<file path="src/rtl/ras_spec_pkg.sv">
// Shared constants and types for the speculative return address stack.
package ras_spec_pkg;

  // Return offsets: compressed call is 2 bytes, normal call is 4 bytes.
  localparam int RAS_RVC_OFS = 2;
  localparam int RAS_STD_OFS = 4;

  // Decoded stack operation for one cycle (restore handled separately).
  typedef enum logic [1:0] {
    OP_NONE    = 2'd0,
    OP_PUSH    = 2'd1,
    OP_POP     = 2'd2,
    OP_PUSHPOP = 2'd3
  } ras_op_e;

endpackage

</file>
<file path="src/rtl/ras_spec_if.sv">
// Front-end request/response bundle for the return address stack.
interface ras_spec_if #(
  parameter int WIDTH    = 64,
  parameter int CKPT_NUM = 4
);
  localparam int ID_W = $clog2(CKPT_NUM);

  logic             push_i;
  logic             pop_i;
  logic [WIDTH-1:0] pc_i;
  logic             rvc_i;
  logic             ckpt_save_i;
  logic [ID_W-1:0]  ckpt_save_id_i;
  logic             restore_i;
  logic [ID_W-1:0]  restore_id_i;
  logic [WIDTH-1:0] top_addr_o;
  logic             top_valid_o;
  logic             empty_o;
  logic             full_o;

  // Front end drives requests, observes the prediction.
  modport master (
    output push_i, pop_i, pc_i, rvc_i, ckpt_save_i, ckpt_save_id_i,
           restore_i, restore_id_i,
    input  top_addr_o, top_valid_o, empty_o, full_o
  );

  // Stack consumes requests, produces the prediction.
  modport slave (
    input  push_i, pop_i, pc_i, rvc_i, ckpt_save_i, ckpt_save_id_i,
           restore_i, restore_id_i,
    output top_addr_o, top_valid_o, empty_o, full_o
  );
endinterface

</file>
<file path="src/rtl/ras_spec_ckpt_table.sv">
// Checkpoint register file: one write port, one combinational read port.
// Slot payload is packed {sp, cnt, top}. A per-slot saved flag exists only
// so the top level can flag restores from slots never written since reset.
module ras_spec_ckpt_table #(
  parameter int CKPT_NUM = 4,
  parameter int SLOT_W   = 8
) (
  input  logic                        clk_i,
  input  logic                        rst_i,
  input  logic                        i_we,
  input  logic [$clog2(CKPT_NUM)-1:0] i_wid,
  input  logic [SLOT_W-1:0]           i_wdata,
  input  logic [$clog2(CKPT_NUM)-1:0] i_rid,
  output logic [SLOT_W-1:0]           o_rdata,
  output logic                        o_valid
);
  logic [SLOT_W-1:0]   r_mem [CKPT_NUM];
  logic [CKPT_NUM-1:0] r_saved;

  // Slot storage, intentionally not reset.
  always_ff @(posedge clk_i) begin
    if (i_we) r_mem[i_wid] <= i_wdata;
  end

  // Track which slots hold a checkpoint taken since the last reset.
  always_ff @(posedge clk_i) begin
    if (rst_i)     r_saved        <= '0;
    else if (i_we) r_saved[i_wid] <= 1'b1;
  end

  assign o_rdata = r_mem[i_rid];
  assign o_valid = r_saved[i_rid];
endmodule

</file>
<file path="src/rtl/ras_spec.sv">
// Speculative return address stack with combined push+pop and
// checkpoint/restore for misprediction repair.
module ras_spec
  import ras_spec_pkg::*;
#(
  parameter int WIDTH    = 64,
  parameter int DEPTH    = 8,
  parameter int CKPT_NUM = 4
) (
  input logic        clk_i,
  input logic        rst_i,
  ras_spec_if.slave  bus
);
  localparam int PTR_W  = $clog2(DEPTH);
  localparam int CNT_W  = PTR_W + 1;
  localparam int ID_W   = $clog2(CKPT_NUM);
  localparam int SLOT_W = PTR_W + CNT_W + WIDTH;

  logic [PTR_W-1:0]  r_sp;
  logic [CNT_W-1:0]  r_cnt;
  logic [WIDTH-1:0]  r_entry [DEPTH];

  ras_op_e           w_op;
  logic              w_empty, w_full;
  logic [WIDTH-1:0]  w_push_data;
  logic [PTR_W-1:0]  w_sp_nx;
  logic [CNT_W-1:0]  w_cnt_nx;
  logic              w_push_we;
  logic [PTR_W-1:0]  w_push_idx;
  logic [WIDTH-1:0]  w_top_nx;
  logic              w_wr_en;
  logic [PTR_W-1:0]  w_wr_idx;
  logic [WIDTH-1:0]  w_wr_data;
  logic [SLOT_W-1:0] w_rd_slot;
  logic              w_rd_valid;
  logic [PTR_W-1:0]  w_rd_sp;
  logic [CNT_W-1:0]  w_rd_cnt;
  logic [WIDTH-1:0]  w_rd_top;
  logic              w_save_we;

  assign w_empty     = (r_cnt == '0);
  assign w_full      = (r_cnt == CNT_W'(DEPTH));
  assign w_push_data = bus.pc_i + (bus.rvc_i ? WIDTH'(RAS_RVC_OFS) : WIDTH'(RAS_STD_OFS));

  // Op decode: push+pop on an empty stack degrades to a plain push,
  // pop on an empty stack is ignored.
  always_comb begin
    w_op = OP_NONE;
    case ({bus.push_i, bus.pop_i})
      2'b10: w_op = OP_PUSH;
      2'b01: w_op = w_empty ? OP_NONE : OP_POP;
      2'b11: w_op = w_empty ? OP_PUSH : OP_PUSHPOP;
      default: w_op = OP_NONE;
    endcase
  end

  // Next sp/cnt and the push write target. Overflow wraps sp and clobbers
  // the oldest entry while cnt saturates at DEPTH.
  always_comb begin
    w_sp_nx    = r_sp;
    w_cnt_nx   = r_cnt;
    w_push_we  = 1'b0;
    w_push_idx = r_sp;
    case (w_op)
      OP_PUSH: begin
        w_sp_nx    = r_sp + PTR_W'(1);
        w_cnt_nx   = w_full ? r_cnt : r_cnt + CNT_W'(1);
        w_push_we  = 1'b1;
        w_push_idx = r_sp + PTR_W'(1);
      end
      OP_POP: begin
        w_sp_nx  = r_sp - PTR_W'(1);
        w_cnt_nx = r_cnt - CNT_W'(1);
      end
      OP_PUSHPOP: begin
        w_push_we  = 1'b1;
        w_push_idx = r_sp;
      end
      default: ;
    endcase
  end

  // Top entry as it will look after this cycle, for checkpointing.
  assign w_top_nx = w_push_we ? w_push_data : r_entry[w_sp_nx];

  // Restore owns the cycle: it drops push/pop and any save, including a
  // save to the slot being restored (which thus reads the old contents).
  assign w_save_we = bus.ckpt_save_i && !bus.restore_i;

  ras_spec_ckpt_table #(
    .CKPT_NUM (CKPT_NUM),
    .SLOT_W   (SLOT_W)
  ) u_ckpt (
    .clk_i   (clk_i),
    .rst_i   (rst_i),
    .i_we    (w_save_we),
    .i_wid   (bus.ckpt_save_id_i),
    .i_wdata ({w_sp_nx, w_cnt_nx, w_top_nx}),
    .i_rid   (bus.restore_id_i),
    .o_rdata (w_rd_slot),
    .o_valid (w_rd_valid)
  );

  assign w_rd_sp  = w_rd_slot[SLOT_W-1 -: PTR_W];
  assign w_rd_cnt = w_rd_slot[WIDTH +: CNT_W];
  assign w_rd_top = w_rd_slot[WIDTH-1:0];

  // Single entry write port: restore repairs the top entry, else push data.
  always_comb begin
    w_wr_en   = w_push_we;
    w_wr_idx  = w_push_idx;
    w_wr_data = w_push_data;
    if (bus.restore_i) begin
      w_wr_en   = 1'b1;
      w_wr_idx  = w_rd_sp;
      w_wr_data = w_rd_top;
    end
  end

  // Stack pointer and occupancy; reset beats every request.
  always_ff @(posedge clk_i) begin
    if (rst_i) begin
      r_sp  <= '0;
      r_cnt <= '0;
    end else if (bus.restore_i) begin
      r_sp  <= w_rd_sp;
      r_cnt <= w_rd_cnt;
    end else begin
      r_sp  <= w_sp_nx;
      r_cnt <= w_cnt_nx;
    end
  end

  // Entry array, not reset; writes are suppressed while in reset.
  always_ff @(posedge clk_i) begin
    if (!rst_i && w_wr_en) r_entry[w_wr_idx] <= w_wr_data;
  end

  // Restoring a slot that was never saved since reset yields garbage.
  a_restore_saved: assert property (@(posedge clk_i) disable iff (rst_i)
    bus.restore_i |-> w_rd_valid);

  assign bus.top_addr_o  = r_entry[r_sp];
  assign bus.top_valid_o = !w_empty;
  assign bus.empty_o     = w_empty;
  assign bus.full_o      = w_full;
endmodule
</file>
<file path="src/flat_wrapper.sv">
// flat-port wrapper written by rule: the top's interface ports become plain ports
module ras_spec_flat import ras_spec_pkg::*;
#(
  parameter int WIDTH    = 64,
  parameter int DEPTH    = 8,
  parameter int CKPT_NUM = 4
)
  (clk_i, rst_i, bus_push_i, bus_pop_i, bus_pc_i, bus_rvc_i, bus_ckpt_save_i, bus_ckpt_save_id_i, bus_restore_i, bus_restore_id_i, bus_top_addr_o, bus_top_valid_o, bus_empty_o, bus_full_o);
  ras_spec_if #(.WIDTH(WIDTH), .CKPT_NUM(CKPT_NUM)) bus_i ();
  input logic clk_i;
  input logic rst_i;
  input wire logic [$bits(bus_i.push_i)-1:0] bus_push_i;
  input wire logic [$bits(bus_i.pop_i)-1:0] bus_pop_i;
  input wire logic [$bits(bus_i.pc_i)-1:0] bus_pc_i;
  input wire logic [$bits(bus_i.rvc_i)-1:0] bus_rvc_i;
  input wire logic [$bits(bus_i.ckpt_save_i)-1:0] bus_ckpt_save_i;
  input wire logic [$bits(bus_i.ckpt_save_id_i)-1:0] bus_ckpt_save_id_i;
  input wire logic [$bits(bus_i.restore_i)-1:0] bus_restore_i;
  input wire logic [$bits(bus_i.restore_id_i)-1:0] bus_restore_id_i;
  output wire logic [$bits(bus_i.top_addr_o)-1:0] bus_top_addr_o;
  output wire logic [$bits(bus_i.top_valid_o)-1:0] bus_top_valid_o;
  output wire logic [$bits(bus_i.empty_o)-1:0] bus_empty_o;
  output wire logic [$bits(bus_i.full_o)-1:0] bus_full_o;
  assign bus_i.push_i = bus_push_i;
  assign bus_i.pop_i = bus_pop_i;
  assign bus_i.pc_i = bus_pc_i;
  assign bus_i.rvc_i = bus_rvc_i;
  assign bus_i.ckpt_save_i = bus_ckpt_save_i;
  assign bus_i.ckpt_save_id_i = bus_ckpt_save_id_i;
  assign bus_i.restore_i = bus_restore_i;
  assign bus_i.restore_id_i = bus_restore_id_i;
  assign bus_top_addr_o = bus_i.top_addr_o;
  assign bus_top_valid_o = bus_i.top_valid_o;
  assign bus_empty_o = bus_i.empty_o;
  assign bus_full_o = bus_i.full_o;
  ras_spec #(.WIDTH(WIDTH), .DEPTH(DEPTH), .CKPT_NUM(CKPT_NUM)) u_core (.clk_i(clk_i), .rst_i(rst_i), .bus(bus_i));
endmodule
</file>
<file path="config.mk">
export PLATFORM = sky130hd
export DESIGN_NAME = ras_spec_flat
export DESIGN_NICKNAME = d
export VERILOG_FILES = /design/src/rtl/ras_spec_pkg.sv /design/src/rtl/ras_spec_if.sv /design/src/rtl/ras_spec_ckpt_table.sv /design/src/rtl/ras_spec.sv /design/src/flat_wrapper.sv
export SDC_FILE = /design/constraint.sdc
export NUM_CORES = 1
export LEC_CHECK = 0
export CORE_MARGIN = 2
export CORE_UTILIZATION = 63
export CTS_BUF_LIST = sky130_fd_sc_hd__clkbuf_8
export CTS_CLUSTER_DIAMETER = 50
export DETAILED_ROUTE_END_ITERATION = 10
export PLACE_DENSITY_LB_ADDON = 0.25
export SLEW_MARGIN = 15
export SYNTH_ARGS = -nofsm -noshare
export SYNTH_HDL_FRONTEND = slang
export SYNTH_SLANG_ARGS = --single-unit
</file>
<file path="constraint.sdc">
create_clock -name clk_i -period 13.4 [get_ports clk_i]
set_input_delay 2.68 -clock clk_i [delete_from_list [all_inputs] [get_ports clk_i]]
set_output_delay 2.68 -clock clk_i [all_outputs]
set_load 0.03 [all_outputs]
</file>
; ---- After elaboration in Yosys (flattened, before gate mapping)
; Memory sizes are Yosys's and may differ from the RTL's. A register that Yosys moved wholly into a read port is not among the register bits.
; Cells that the tools add are included.
[totals]
reg_bits = 7
mem_bits_rw = 796
in_bits = 75
out_inout_bits = 67
word_cells = 43
mem_count = 2
[classes]
addsub = 5
eq_ne = 7
muxes = 20
n_reduce_logical = 7
[memory_table]
columns = memory, depth, width, read_ports, rd_clocked_by_memory_dff, write_ports, line_no
row1 = u_core.r_entry, 8, 64, 2, 1, 1, ras_spec.sv:21  ; logic [WIDTH-1:0] r_entry [DEPTH];
row2 = u_core.u_ckpt.r_mem, 4, 71, 1, 0, 1, ras_spec_ckpt_table.sv:17  ; logic [SLOT_W-1:0] r_mem [CKPT_NUM];
[ops]
columns = operator, n
row1 = $mux W64, 2
row2 = $add A64 B64 Y64, 1
row3 = $mux W3, 5
row4 = $eq A2 B2 Y1 const B, 4
row5 = $mux W4, 2
row6 = $pmux W4 S2, 1
row7 = $mux W1, 6
row8 = $pmux W2 S3, 1
row9 = $pmux W3 S2, 1
row10 = $add A4 B1 Y4 const B, 1
row11 = $eq A2 B1 Y1 const B, 2
row12 = $eq A4 B4 Y1 const B, 1
row13 = $logic_not A4 Y1, 1
row14 = $mux W2, 2
row15 = $sub A4 B1 Y4 const B, 1
row16 = $add A3 B1 Y3 const B, 1
row17 = $logic_not A1 Y1, 3
row18 = $sub A3 B1 Y3 const B, 1
row19 = $logic_and A1 B1 Y1, 2
row20 = $reduce_or A2 Y1, 1

; ---- Longest topological paths before layout
; Gate-level depths: netlist of run 1.
[logic_depth]
depth_word = 10
ltp_mapped = 16
mapped_depth_nobuf = 14

; ---- Hierarchy
; A second synthesis of run 1 with hierarchy kept.
[hier_totals]
hier_cells = 1849
hier_area_um2 = 36782.8
[modules_own_cells]
columns = mod, n_inst, cells_per_inst, area_per_inst_um2, seq_area_each_um2
row1 = ras_spec, 1, 1462, 26282.7, 15514.9
row2 = ras_spec_ckpt_table, 1, 387, 10500.1, 8608.3

; ---- Worst setup path before layout of run 1
; Ideal clock, no wire load.
[synth_path]
kind = input -> register
start = in bus_restore_i
end = mem u_core.u_ckpt.r_mem[0][0] in the netlist's numbering (enable)
setup_ns = 0.703
arrival_ns = 10.466
required_ns = 12.697
setup_slack_ns = 2.231
path_stages = 3
path_buffers = 2
cell_sequence = buf_1 > clkbuf_1 > nor4b_1
[synth_via]
elab_chain_cells = 4
[synth_lines]
columns = item, line_no
row1 = from (decl), flat_wrapper.sv:18  ; input wire logic [$bits(bus_i.restore_i)-1:0] bus_restore_i;
row2 = $logic_not A1 Y1, ras_spec.sv:88  ; assign w_save_we = bus.ckpt_save_i && !bus.restore_i;
row3 = $logic_and A1 B1 Y1, ras_spec.sv:88
row4 = $mux W1, ras_spec_ckpt_table.sv:22  ; if (i_we) r_mem[i_wid] <= i_wdata;
row5 = $mux W1 (implied by the code), ras_spec_ckpt_table.sv:22
row6 = to (decl), ras_spec_ckpt_table.sv:17
; No other way between the ends.

==> impl_results.md, run 1 <==
- RSZ-0062 raised after global routing: no
- Most frequent cells after synthesis: edfxtp_1 (796), mux4_2 (327), nand2_1 (102)
- Hold-fix buffers at CTS: 0
- NumNets Final: 2184
- Cell Chain, Critical Path: buf_4 > buf_4 > mux4_2 > mux2_2 > clkdlybuf4s50_1
- Max-slew violation count: 0
- Post-synth top area share: 65.5%
- FILL cells: 3462
- Die width: 245 um
- # IOs: 142
- GRT overflow: 0
- DRT antenna net count: 0
- Final Cycle Share: 54.5%
- Hold Vio Cnt, Final: 0
- Synth area leader: edfxtp_1
- Final GP Congestion: 0.780
- Drt initial violations: 2378
- Most used cell, CP: buf_4
- Register area share after synthesis: 65.9%
- Tmin final: 7.31 ns
- Yosys cell types: 52
- Register area: 24100 um2
- Highest routed layer: met4
- Vias in the first global route: 21201
- Hold slack: 0.709 ns
- Routed vias/inst: 6.89
- Peak VDD IR: 0.0976 mV
- Clk_lat worst skew: 0.78 ns
- Htree depth: 4
- CTS tree: done
- IO Port Bufs: 141
- Mapped Area: 36500 um2
- CTS root buf: clkbuf_8
- Worst path slowest cell: buf_4
- Pwr per Cell Area: 144 nW/um2
- Mapped Cells: 1921
- Max-slew headroom: 18.1%
- Total chip power: 5.90 mW
- Post-synth ARST share: 0%
- Crit path max-delay family: buffers and inverters
- Post-CTS Repair Setup Buffers: 0
- Arr. time, crit path: 4.63 ns
- Crit-path max FO: 39
- Die height: 245 um
- Share of cells above drive strength 1: 29.1%
- DR WL/cell: 29.4 um
- Area of the multi-input gates: 11900 um2
- Drt first pass iters: 9
- Leakage: 12.9 nW
- Element type at the critical path end: primary output
- DP HPWL: 48.1 mm
- Core Region: 57500 um2
- Hold WC Path Type: reg2reg
- First-pass GRT wire length: 130 mm
- Cts bufs inserted: 133
- Syn Area/Cell: 19.0 um2
- Largest net degree at the start of global routing: 101
- Yosys reg bits: 803
- Clock Path Buffers: 3
- WL met2: 43.4 mm
- CTS sink cnt: 803
- Initial antenna violation count: 1
- Met1 WL: 32.8 mm
- Top_reg_cell synth: edfxtp_1
- Worst-margin pin slew: 1.23 ns
- TNS Setup: 0 ns
- Endpoints failing setup: 0
- Required @ worst endpoint: 10.72 ns
- Worst setup SP type: register
- Routed met3 length: 8.84 mm
- Syn nets: 2006
- Remaining DRCs: 0
- Initial core utilization: 63.5%
- Dominant cells by area after synthesis: edfxtp_1 (65%), mux4_2 (20%), mux2_2 (2.3%), nand2_1 (1.0%), a211oi_1 (1.0%)
- CP peak stage delay: 0.78 ns
- CTS resizes: 0
- Die area: 59900 um2
- Post-Route WL: 87.1 mm
- Row cnt: 88
- Max-cap violations: 0
- Fmax: 137 MHz
- Most numerous cell in the Yosys netlist: edfxtp_1
- Vias after detailed routing: 20427
- Synth warnings: 0
- Global-route usage over all layers: 30.0%
- Reg clk slew, reported paths: 0.06 ns
- Worst Skew: 0.0338 ns
- Setup CP Type: reg2out
- CP bufs+invs: 3
- Status: completed
- Post-synth EDFFs: 796
- Area growth syn-to-layout: 12.6%
## layout by cell type, fill, tap and decap left out, types with 3 or more instances in the layout
cell type and n:
mux2i_1 17, xor2_1 38, dfxtp_4 3, or3_1 3, nor3_1 4, clkinv_2 17
mux4_2 327, clkinv_1 35, o21a_1 5, and4_1 9, dfxtp_1 4, nand3_1 23
nand2_1 102, and2_1 5, buf_4 38, a22oi_1 4, nand4_1 15, a21oi_1 61
bufinv_16 5, ha_1 9, o21ai_1 42, edfxtp_1 796, nor2_1 17, nand2b_1 5
mux2_2 75, and3_1 17, a211oi_1 50, nor4_2 7, inv_1 45, clkdlybuf4s50_1 137
nor2b_1 53, clkbuf_8 141, o21ai_0 25, xnor2_1 24, nor2_4 8
## worst paths after layout
kind                                       from                          to  slack (ns)  cells after the start
worst max-delay path             u_core.r_sp[1]          bus_top_addr_o[45]        6.09                      5
worst max register to register   u_core.r_sp[0]   u_core.u_ckpt.r_mem[1][7]        7.51                     10
worst min-delay path            u_core.r_cnt[3]  u_core.u_ckpt.r_mem[3][67]        0.71                      1
worst min register to register  u_core.r_cnt[3]  u_core.u_ckpt.r_mem[3][67]        0.71                      1
## final cells by class
cell class / instances / area share (%)
Sequential cell: 803 / 58.6
Multi-Input combinational cell: 969 / 28.9
Clock buffer: 141 / 4.72
Timing Repair Buffer: 176 / 4.08
Tap cell: 765 / 2.33
Clock inverter: 92 / 1.26
Inverter: 16 / 0.152
Antenna cell: 1 / 0.00609
## cells by family after synthesis
| family | after synthesis | share of synthesized area [%] |
|---|---|---|
| multiplexers | 419 | 23.0 |
| flip-flops | 803 | 65.9 |
| XOR/XNOR | 62 | 1.49 |
| AND/OR/NAND/NOR | 282 | 4.18 |
| AO/OA/AOI/OAI | 196 | 3.21 |
| buffers and inverters | 149 | 1.91 |
| adder cells (fa/ha/maj) | 10 | 0.363 |
## power by group
part | internal (mW) | switching [mW]
clock | 1.07 | 0.943
combinational | 0.431 | 0.519
sequential | 2.90 | 0.0437
total | 4.40 | 1.51
## registers in the layout, summed over array words and instances, names as in the netlist
register	cells
u_core.r_cnt	4
u_core.r_sp	3
u_core.u_ckpt.r_mem	284
u_core.r_entry	512
## metal layers
metal  vias up  GRT usage (%)
met5         -              0
met4         0           9.54
met3       163           6.82
met2      1203           48.8
met1     10671           41.3
li1       8390              -
## through the flow
| step | util, % | setup WS [ns] | area (um2) | std cells |
|---|---|---|---|---|
| 2_1_floorplan | - | 2.23 | 36500 | 1921 |
| 3_3_place_gp | 67.2 | 6.36 | 38600 | 2729 |
| 3_5_place_dp | 67.2 | 6.19 | 38600 | 2729 |
| 4_1_cts | 71.5 | 5.92 | 41100 | 2962 |
| 5_1_grt | 71.5 | 5.79 | 41100 | 2963 |
| 6_report | 71.5 | 6.09 | 41100 | 2963 |
No activity file was read; power rests on OpenSTA's default activity.
==> run 2, diff against run 1 <==
==> constraint.sdc (replaced) <==
create_clock -name clk_i -period 7.32 [get_ports clk_i]
set_input_delay 1.464 -clock clk_i [delete_from_list [all_inputs] [get_ports clk_i]]
set_output_delay 1.464 -clock clk_i [all_outputs]
set_load 0.03 [all_outputs]
==> impl_results.md, run 2 (synthesis results as in run 1) <==
- Status: completed
- RSZ-0062 raised after global routing: no
- Endpoints failing setup: 0 (unchanged)
- CTS root buf: clkbuf_8
- Pwr per Cell Area: 261 nW/um2 (+82%)
- Die height: 245 um (unchanged)
- Worst slack at placement: 1.72 ns (-4.47 ns)
- Hold WC Path Type: reg2reg
- Worst setup SP type: register
- R2R depth: 11 (+1)
- Routed vias/inst: 6.93 (+0.51%)
- Worst Hold End: u_core.u_ckpt.r_mem[3][67]
- Worst path slowest cell: dfxtp_4
- Cts bufs inserted: 130 (-2.3%)
- Hold slack: 0.718 ns (+0.00914 ns)
- IO Port Bufs: 141 (unchanged)
- Htree depth: 4 (unchanged)
- GRT overflow: 0 (unchanged)
- Layer with the highest usage: met2
- Vias after detailed routing: 20525 (+0.48%)
- Met1 Track Usage GR: 40.7% (-0.60 points)
- Area growth syn-to-layout: 12.7%
- Hold Path Origin: u_core.r_cnt[3]
- DRT antenna net count: 0 (unchanged)
- Peak VDD IR: 0.173 mV (+78%)
- Hold Vio Cnt, Final: 0 (unchanged)
- First-pass GRT wire length: 130 mm (about the same)
- Final GP Congestion: 0.794 (+1.7%)
- Die width: 245 um (unchanged)
- CTS sink cnt: 803 (unchanged)
- Setup CP Type: reg2out
- Post-CTS Repair Setup Buffers: 0 (unchanged)
- Largest registers: u_core.r_entry x512, u_core.u_ckpt.r_mem x284, u_core.r_cnt x4
- CTS tree: done
- NumNets Final: 2186 (+0.092%)
- Post-Route WL: 86.5 mm (-0.74%)
- Drt first pass iters: 7 (-2)
- CTS resizes: 0 (unchanged)
- Initial core utilization: 63.5% (unchanged)
- Leakage: 12.9 nW (+0.28%)
- Cell Chain, Critical Path: buf_12 > mux4_2 > mux2_2 > clkdlybuf4s50_1
- R2R Setup Slk: 2.79 ns (-4.72 ns)
- Reg clk slew, reported paths: 0.06 ns (about the same)
- Tmin final: 5.30 ns
- Max-slew violation count: 0 (unchanged)
- Max reg flops: 512 (unchanged)
- Final instance count without filler cells: 2962 (-0.034%)
- Hold Path Depth: 2 (+1)
- Global-route usage over all layers: 29.8% (-0.20 points)
- Reg2reg end: u_core.u_ckpt.r_mem[3][33]
- Placed Cells: 2734 (+0.18%)
- DP HPWL: 48.5 mm (+0.79%)
- Commonest non-fill, non-tap cell in the layout: edfxtp_1
- Largest net degree at the start of global routing: 85 (-16%)
- Met2 GRT Util: 48.1% (-0.67 points)
- Arr. time, crit path: 3.83 ns (-0.80 ns)
- Drt initial violations: 2488 (+4.6%)
- Die area: 59900 um2 (unchanged)
- Vias in the first global route: 21539 (+1.6%)
- Crit-path max FO: 73 (+87%)
- Worst Skew: 0.0259 ns (-0.00786 ns)
- Row cnt: 88 (unchanged)
- Clk_lat worst skew: 0.77 ns (about the same)
- GR Util met3: 7.05% (+0.23 points)
- DR WL/cell: 29.2 um (-0.71%)
- Max-cap violations: 0 (unchanged)
- Required @ worst endpoint: 5.86 ns (-4.86 ns)
- Most flop-heavy register: u_core.r_entry
- Fmax: 189 MHz
- R2r startpoint: u_core.r_sp[1]
- Most frequent cells in the layout: edfxtp_1 (796), mux4_2 (327), clkbuf_8 (137), clkdlybuf4s50_1 (137), nand2_1 (102)
- Remaining DRCs: 0 (unchanged)
- Setup ws final: 2.02 ns (-4.07 ns)
- Hold-fix buffers at CTS: 0 (unchanged)
- Clock Path Buffers: 3 (unchanged)
- # IOs: 142 (unchanged)
- Total chip power: 10.7 mW (+82%)
- CP peak stage delay: 0.99 ns (+0.21 ns)
- Element type at the critical path end: primary output
- Share of cells above drive strength 1: 29.1% (-0.078 points)
- Worst-margin pin slew: 1.13 ns (-0.0994 ns)
- Max-slew headroom: 24.7% (+6.6 points)
- Initial antenna violation count: 1 (unchanged)
- Core Region: 57500 um2 (unchanged)
- Final Cycle Share: 72.4%
## run 2: cell type report
type,instances,area [um2]
sequential,803,24100
fill,3465,16300
multi-input combinational,969,11900
clock buffer,137,1890
timing repair buffer,181,1810
tap,765,957
clock inverter,90,487
inverter,16,62.6
antenna,1,2.50
## run 2: layer usage
layer / vias up / routed length, um
met3: 161 / 8910
met4: 0 / 2150
met1: 10658 / 32600
met5: - / 0
li1: 8392 / -
met2: 1314 / 42800
## run 2: worst max-delay path by stage
stage	startpoint	slack [ns]	cells after the start	to
after global placement	bus_rvc_i	1.81	10	u_core.r_entry[3][39]
final	u_core.r_sp[0]	2.02	4	bus_top_addr_o[63]
after detailed placement	bus_rvc_i	1.72	10	u_core.r_entry[0][39]
after floorplan	bus_restore_i	-2.09	3	u_core.u_ckpt.r_mem[1][0]
after CTS	u_core.r_sp[1]	1.98	4	bus_top_addr_o[13]
after global routing	u_core.r_sp[1]	1.87	4	bus_top_addr_o[45]
## run 2: where the power goes
group | internal (mW) | total, mW | switching (mW)
sequential | 5.31 | 5.39 | 0.0811
clock | 1.87 | 3.59 | 1.72
combinational | 0.799 | 1.76 | 0.958
## run 2: stage by stage
step / area (um2) / TNS, ns / util [%]
2_1_floorplan: 36500 / -296.99 / -
3_3_place_gp: 38800 / 0 / 67.4
3_5_place_dp: 38800 / 0 / 67.4
4_1_cts: 41100 / 0 / 71.6
5_1_grt: 41100 / 0 / 71.6
6_report: 41100 / 0 / 71.6
## run 2: worst max-delay path, delay by kind of cell, from the launching register on
kind / cells / cell delay, ns
buffers and inverters: 2 / 1.11
DFF: 1 / 0.99
muxes: 2 / 0.90
